File: config.mk
export PLATFORM = sky130hd
export DESIGN_NAME = ifu_pc_gen
export DESIGN_NICKNAME = d
export VERILOG_FILES = /design/src/rtl/ifu_pc_gen.sv
export SDC_FILE = /design/constraint.sdc
export NUM_CORES = 1
export LEC_CHECK = 0
export ABC_AREA = 1
export BUFFER_PORTS_ARGS = -buffer_cell sky130_fd_sc_hd__buf_2
export CAP_MARGIN = 20
export CORE_UTILIZATION = 55
export CTS_CLUSTER_SIZE = 20
export DETAILED_ROUTE_END_ITERATION = 10
export GPL_ROUTABILITY_DRIVEN = 1
export GPL_TIMING_DRIVEN = 0
export PLACE_DENSITY = 0.79
export SLEW_MARGIN = 15
export SYNTH_ARGS = -nofsm -noshare
export SYNTH_HDL_FRONTEND = slang
export SYNTH_SLANG_ARGS = --single-unit
File: constraint.sdc
create_clock -name clock -period 2.9 [get_ports clock]
set_clock_uncertainty 0.05 [all_clocks]
set_input_delay 0.725 -clock clock [delete_from_list [all_inputs] [get_ports clock]]
set_output_delay 0.725 -clock clock [all_outputs]
set_load 0.02 [all_outputs]
File: src/rtl/ifu_pc_gen.sv
// ifu_pc_gen: fetch-stage front end.
// Owns the PC and issues one fetch address per cycle to the instruction read
// stage. Each returned word is paired with its PC and buffered, then handed to
// decode over a valid/ready handshake. A redirect reloads the PC and drops
// everything that is buffered or in flight.
//
// Ports:
//   clock          system clock, rising edge
//   reset          asynchronous, active-low reset
//   fetch_addr     fetch address (the pc register)
//   fetch_data     instruction word for the address issued one cycle earlier
//   redirect_valid flush and reload the PC
//   redirect_pc    new PC (low two bits forced to zero)
//   out_valid      buffer head is valid
//   out_pc         PC of the head entry (0 when empty)
//   out_inst       instruction of the head entry (NOP_INST when empty)
//   out_ready      decode accepts the head this cycle
module ifu_pc_gen #(
    parameter logic [31:0] RESET_PC = 32'h8000_0000,
    parameter int unsigned DEPTH    = 2,
    parameter logic [31:0] NOP_INST = 32'h0000_0013
) (
    input  logic        clock,
    input  logic        reset,
    output logic [31:0] fetch_addr,
    input  logic [31:0] fetch_data,
    input  logic        redirect_valid,
    input  logic [31:0] redirect_pc,
    output logic        out_valid,
    output logic [31:0] out_pc,
    output logic [31:0] out_inst,
    input  logic        out_ready
);

    localparam int unsigned PW = (DEPTH > 1) ? $clog2(DEPTH) : 1;
    localparam int unsigned CW = $clog2(DEPTH + 1);
    localparam int unsigned OW = CW + 1;

    typedef struct packed {
        logic [31:0] pc;
        logic [31:0] inst;
    } entry_t;

    entry_t          buf_q [DEPTH];
    logic [PW-1:0]   head_q, head_d;
    logic [PW-1:0]   tail_q, tail_d;
    logic [CW-1:0]   count_q, count_d;
    logic [CW-1:0]   count;
    logic [31:0]     pc_q, pc_d;
    logic [31:0]     inflight_pc_q, inflight_pc_d;
    logic            inflight_valid_q, inflight_valid_d;
    logic            deq, enq, issue;
    logic [OW-1:0]   occupancy;

    function automatic logic [PW-1:0] ptr_inc(input logic [PW-1:0] p);
        return (p == PW'(DEPTH - 1)) ? '0 : p + PW'(1);
    endfunction

    assign count      = count_q;
    assign fetch_addr = pc_q;
    assign out_valid  = (count_q != '0);
    assign out_pc     = out_valid ? buf_q[head_q].pc   : 32'h0;
    assign out_inst   = out_valid ? buf_q[head_q].inst : NOP_INST;

    // Credit check: buffered + in-flight entries after this cycle's pop must
    // leave room for one more fetch, so the buffer can never overflow.
    always_comb begin
        deq       = out_valid & out_ready;
        enq       = inflight_valid_q & ~redirect_valid;
        occupancy = OW'(count_q) + OW'(inflight_valid_q) - OW'(deq);
        issue     = ~redirect_valid & (occupancy < OW'(DEPTH));
    end

    // Next-state for PC, in-flight tracker and buffer bookkeeping.
    always_comb begin
        pc_d             = pc_q;
        inflight_valid_d = 1'b0;
        inflight_pc_d    = inflight_pc_q;
        head_d           = head_q;
        tail_d           = tail_q;
        count_d          = count_q;

        if (redirect_valid) begin
            pc_d    = {redirect_pc[31:2], 2'b00};
            head_d  = '0;
            tail_d  = '0;
            count_d = '0;
        end else begin
            if (issue) begin
                inflight_valid_d = 1'b1;
                inflight_pc_d    = pc_q;
                pc_d             = pc_q + 32'd4;
            end
            if (enq) begin
                tail_d = ptr_inc(tail_q);
            end
            if (deq) begin
                head_d = ptr_inc(head_q);
            end
            case ({enq, deq})
                2'b10:   count_d = count_q + CW'(1);
                2'b01:   count_d = count_q - CW'(1);
                default: count_d = count_q;
            endcase
        end
    end

    always_ff @(posedge clock or negedge reset) begin
        if (!reset) begin
            pc_q             <= RESET_PC;
            inflight_valid_q <= 1'b0;
            inflight_pc_q    <= 32'h0;
            head_q           <= '0;
            tail_q           <= '0;
            count_q          <= '0;
        end else begin
            pc_q             <= pc_d;
            inflight_valid_q <= inflight_valid_d;
            inflight_pc_q    <= inflight_pc_d;
            head_q           <= head_d;
            tail_q           <= tail_d;
            count_q          <= count_d;
        end
    end

    // Buffer storage: write the returning word at the tail.
    always_ff @(posedge clock or negedge reset) begin
        if (!reset) begin
            for (int i = 0; i < int'(DEPTH); i++) begin
                buf_q[i] <= '0;
            end
        end else if (enq) begin
            buf_q[tail_q] <= '{pc: inflight_pc_q, inst: fetch_data};
        end
    end

endmodule

==> flow_summary.toml <==
[yosys]
synth_xor_area_share_pct = 0.7773
yosysMostFrequentCell = "nand2_1"
synth.avg_cell_area_um2 = 7.811
synth-simple-area-share_pct = 23.60
synth_top_area_cell = "dfrtp_1"
synth_common_cells = "389 x nand2_1, 188 x dfrtp_1, 112 x inv_1, 102 x o21ai_0, 77 x a21oi_1"
synth_adder_area_share_pct = 0.4997
synth-seq-cells = 189
synth_top_family_by_area = "simple AND/OR/NAND/NOR gates"
synth.area.mux_share_pct = 0
synthCells = 1154
synthArstFlopShare_pct = 100.0
synth-edff-count = 0
synthTopCellsByArea = "dfrtp_1 52%, nand2_1 16%, o21ai_0 5.7%"
netlist.area_leader.share_pct = 52.19
synth_compound_area_share_pct = 13.85
ys_types = 32
yosysSeqAreaShare_pct = 52.48
synth_area_um2 = 9014
ys.flop_type = "dfrtp_1"
yosys_warnings = 0

[layout]
nNetsFinal = 1407
final_layout_size_suffix_gt1_share_pct = 18.34
antenna_cells = 0
finalNonFillerCells = 1563
fin_area_um2 = 10760
area_delta_synth_final_pct = 19.41
fin_util_pct = 67.51

[die]
design.core.area_um2 = 15940
initial_utilization_pct = 56.54
die_w_um = 130.0
io_pins = 165
rows = 46
die_h_um = 130.0
fp.dieArea_um2 = 16900

[timing]
fin_setup_tns_ns = 0
period_share_pct = 94.01
setup_violations = 0
final.setup.worst_slack_ns = 0.1738
max_clock_freq_ghz = 0.3668
layout_min_cycle_time_ns = 2.726
tightest_slew_ns = 0.7150
maxSlewViolCount = 0
finalHoldViolations = 0
timing.hold.ws_ns = 0.2190
rsz0062_at_grt = "false"
relSlewSlack_pct = 52.34

[worst_setup_path]
r2r-end = "fetch_addr[24]"
critPathLaunchType = "flip-flop"
cp-end-kind = "output port"
crit_type = "flip-flop to output port"
r2r_slack_ns = 0.22
arrival_ns = 1.95
cp_data_required_time_ns = 2.12
reg2regPathDepth = 12
cp_max_fo = 10
r2r_start = "count[0]"

[global_route]
grt_antenna_before_repair = 0
gr-total-overflow = 0
grt_pass1_vias = 7698
grt_first_pass_wirelength_um = 38020
grt_max_degree = 103
grt_use_total_pct = 29.54

[clocking]
cts-root-buf = "clkbuf_16"
insertion_delay_ns = 0.43
htreeDepth = 4
clockBufferDepth = 2
clk_pin_slew_ns = 0.06
cts-buffers-inserted = 17
ctsHoldBuffers = 0
cts.sinks = 189
cts_tree = "built"

[routing]
totalWireLength_um = 23450
firstDrtPassIters = 5
ant_nets = 0
routedWlPerCell_um = 15.00
drc_errors = 0
drt-initial-drc-count = 624
vias = 8260
viasPerCell = 5.285

[power_and_ir_drop]
power_density_nw_per_um2 = 1121
power_frac_comb_pct = 41.4
switching_share_pct = 42.59
power_mw = 12.07
pwr-share-clk_pct = 19.6
power.sequential.fraction_pct = 38.9
p_leak_nw = 5.487
p_switching_mw = 5.140
irDropWorstVdd_uv = 574.1
cell_internal_pwr_mw = 6.927

[placement]
dp_cells = 1531
placed_area_um2 = 10120
dp_hpwl_um = 16350
routabilityCongestion = 0.9829
port_buffers = 157
pre_cts_slack_ns = -0.2795

[flow_run]
maxCapViolations = 0

[status]
status = "finished clean"

[worst_hold_path]
hp-class = "input pin to asynchronous set/reset pin"
## state kept, by name, summed over array words and instances, names as in the netlist
register,cells
inflight_valid_q,1
head_q,1
inflight_pc_q,30
tail_q,1
count,2
buf_q,124
fetch_addr,30
## routing by layer
metal	global-route usage [%]	vias to the layer above	part of all wire (%)	wire length (µm)
li1	-	4025	-	-
met1	40.15	3882	44	10300
met2	47.22	303	47	10980
met3	4.674	50	6.5	1515
met4	13.13	0	2.8	649
met5	0	-	0	0
## critical path: stages, from the launching register on
cell	delay, ns
dfrtp_1	0.37
clkbuf_2	0.26
clkbuf_1	0.39
nand2_1	0.09
a21oi_1	0.21
buf_2	0.20
## how the worst max path moves through the flow
stage / endpoint / start / slack [ns] / cells past startpoint
finish: out_pc[10] / head_q / 0.17 / 5
global route: inflight_pc_q[28] / count[0] / 0.02 / 11
CTS: fetch_addr[26] / count[1] / 0.008 / 13
detailed placement: fetch_addr[10] / out_ready / -0.28 / 13
global placement: fetch_addr[28] / reset / -1.94 / 1
floorplan: inflight_pc_q[23] / out_ready / 0.24 / 11
## kinds of logic after synthesis
group	after synthesis
AND/OR/NAND/NOR	528
AO/OA/AOI/OAI	242
flip-flops	189
buffers and inverters	183
XOR/XNOR	8
adder cells (fa/ha/maj)	3
other	1
## timing repair
| item | CTS | global route |
|---|---|---|
| gates cloned | 0 | 0 |
| pin swaps | 0 | 2 |
| endpoints found under the setup margin | 96 | 60 |
| buffers inserted | 0 | 2 |
| gates resized for setup | 10 | 5 |
## power groups by stage
stage	sequential, mW	clock, mW	combinational [mW]
after floorplan	4.75	0	3.19
after global placement	4.66	0	4.79
after detailed placement	4.70	0	4.90
after CTS	4.67	2.38	4.97
after global routing	4.84	2.49	5.62
final	4.70	2.37	5.00
## cells in the final DEF, fill, tap and decap left out, types with 8 or more instances in the layout
master | netlist | layout
clkbuf_16 | 0 | 17
buf_2 | 20 | 178
buf_6 | 8 | 8
clkbuf_1 | 29 | 30
inv_1 | 112 | 112
nand4_1 | 8 | 8
nor2_1 | 58 | 56
nand3_1 | 56 | 55
dfrtp_1 | 188 | 187
o21ai_0 | 102 | 102
a21oi_1 | 77 | 77
o211ai_1 | 9 | 9
o21ai_1 | 49 | 49
nand2_1 | 389 | 388
## final cells by class
class | instances | area (µm²)
Buffer | 67 | 365.4
Clock buffer | 23 | 478.0
Clock inverter | 7 | 112.6
Fill cell | 1372 | 5180
Inverter | 116 | 435.4
Multi-Input combinational cell | 785 | 3531
Sequential cell | 189 | 4732
Tap cell | 216 | 270.3
Timing Repair Buffer | 160 | 838.3
(Power assumes the default switching activity.)
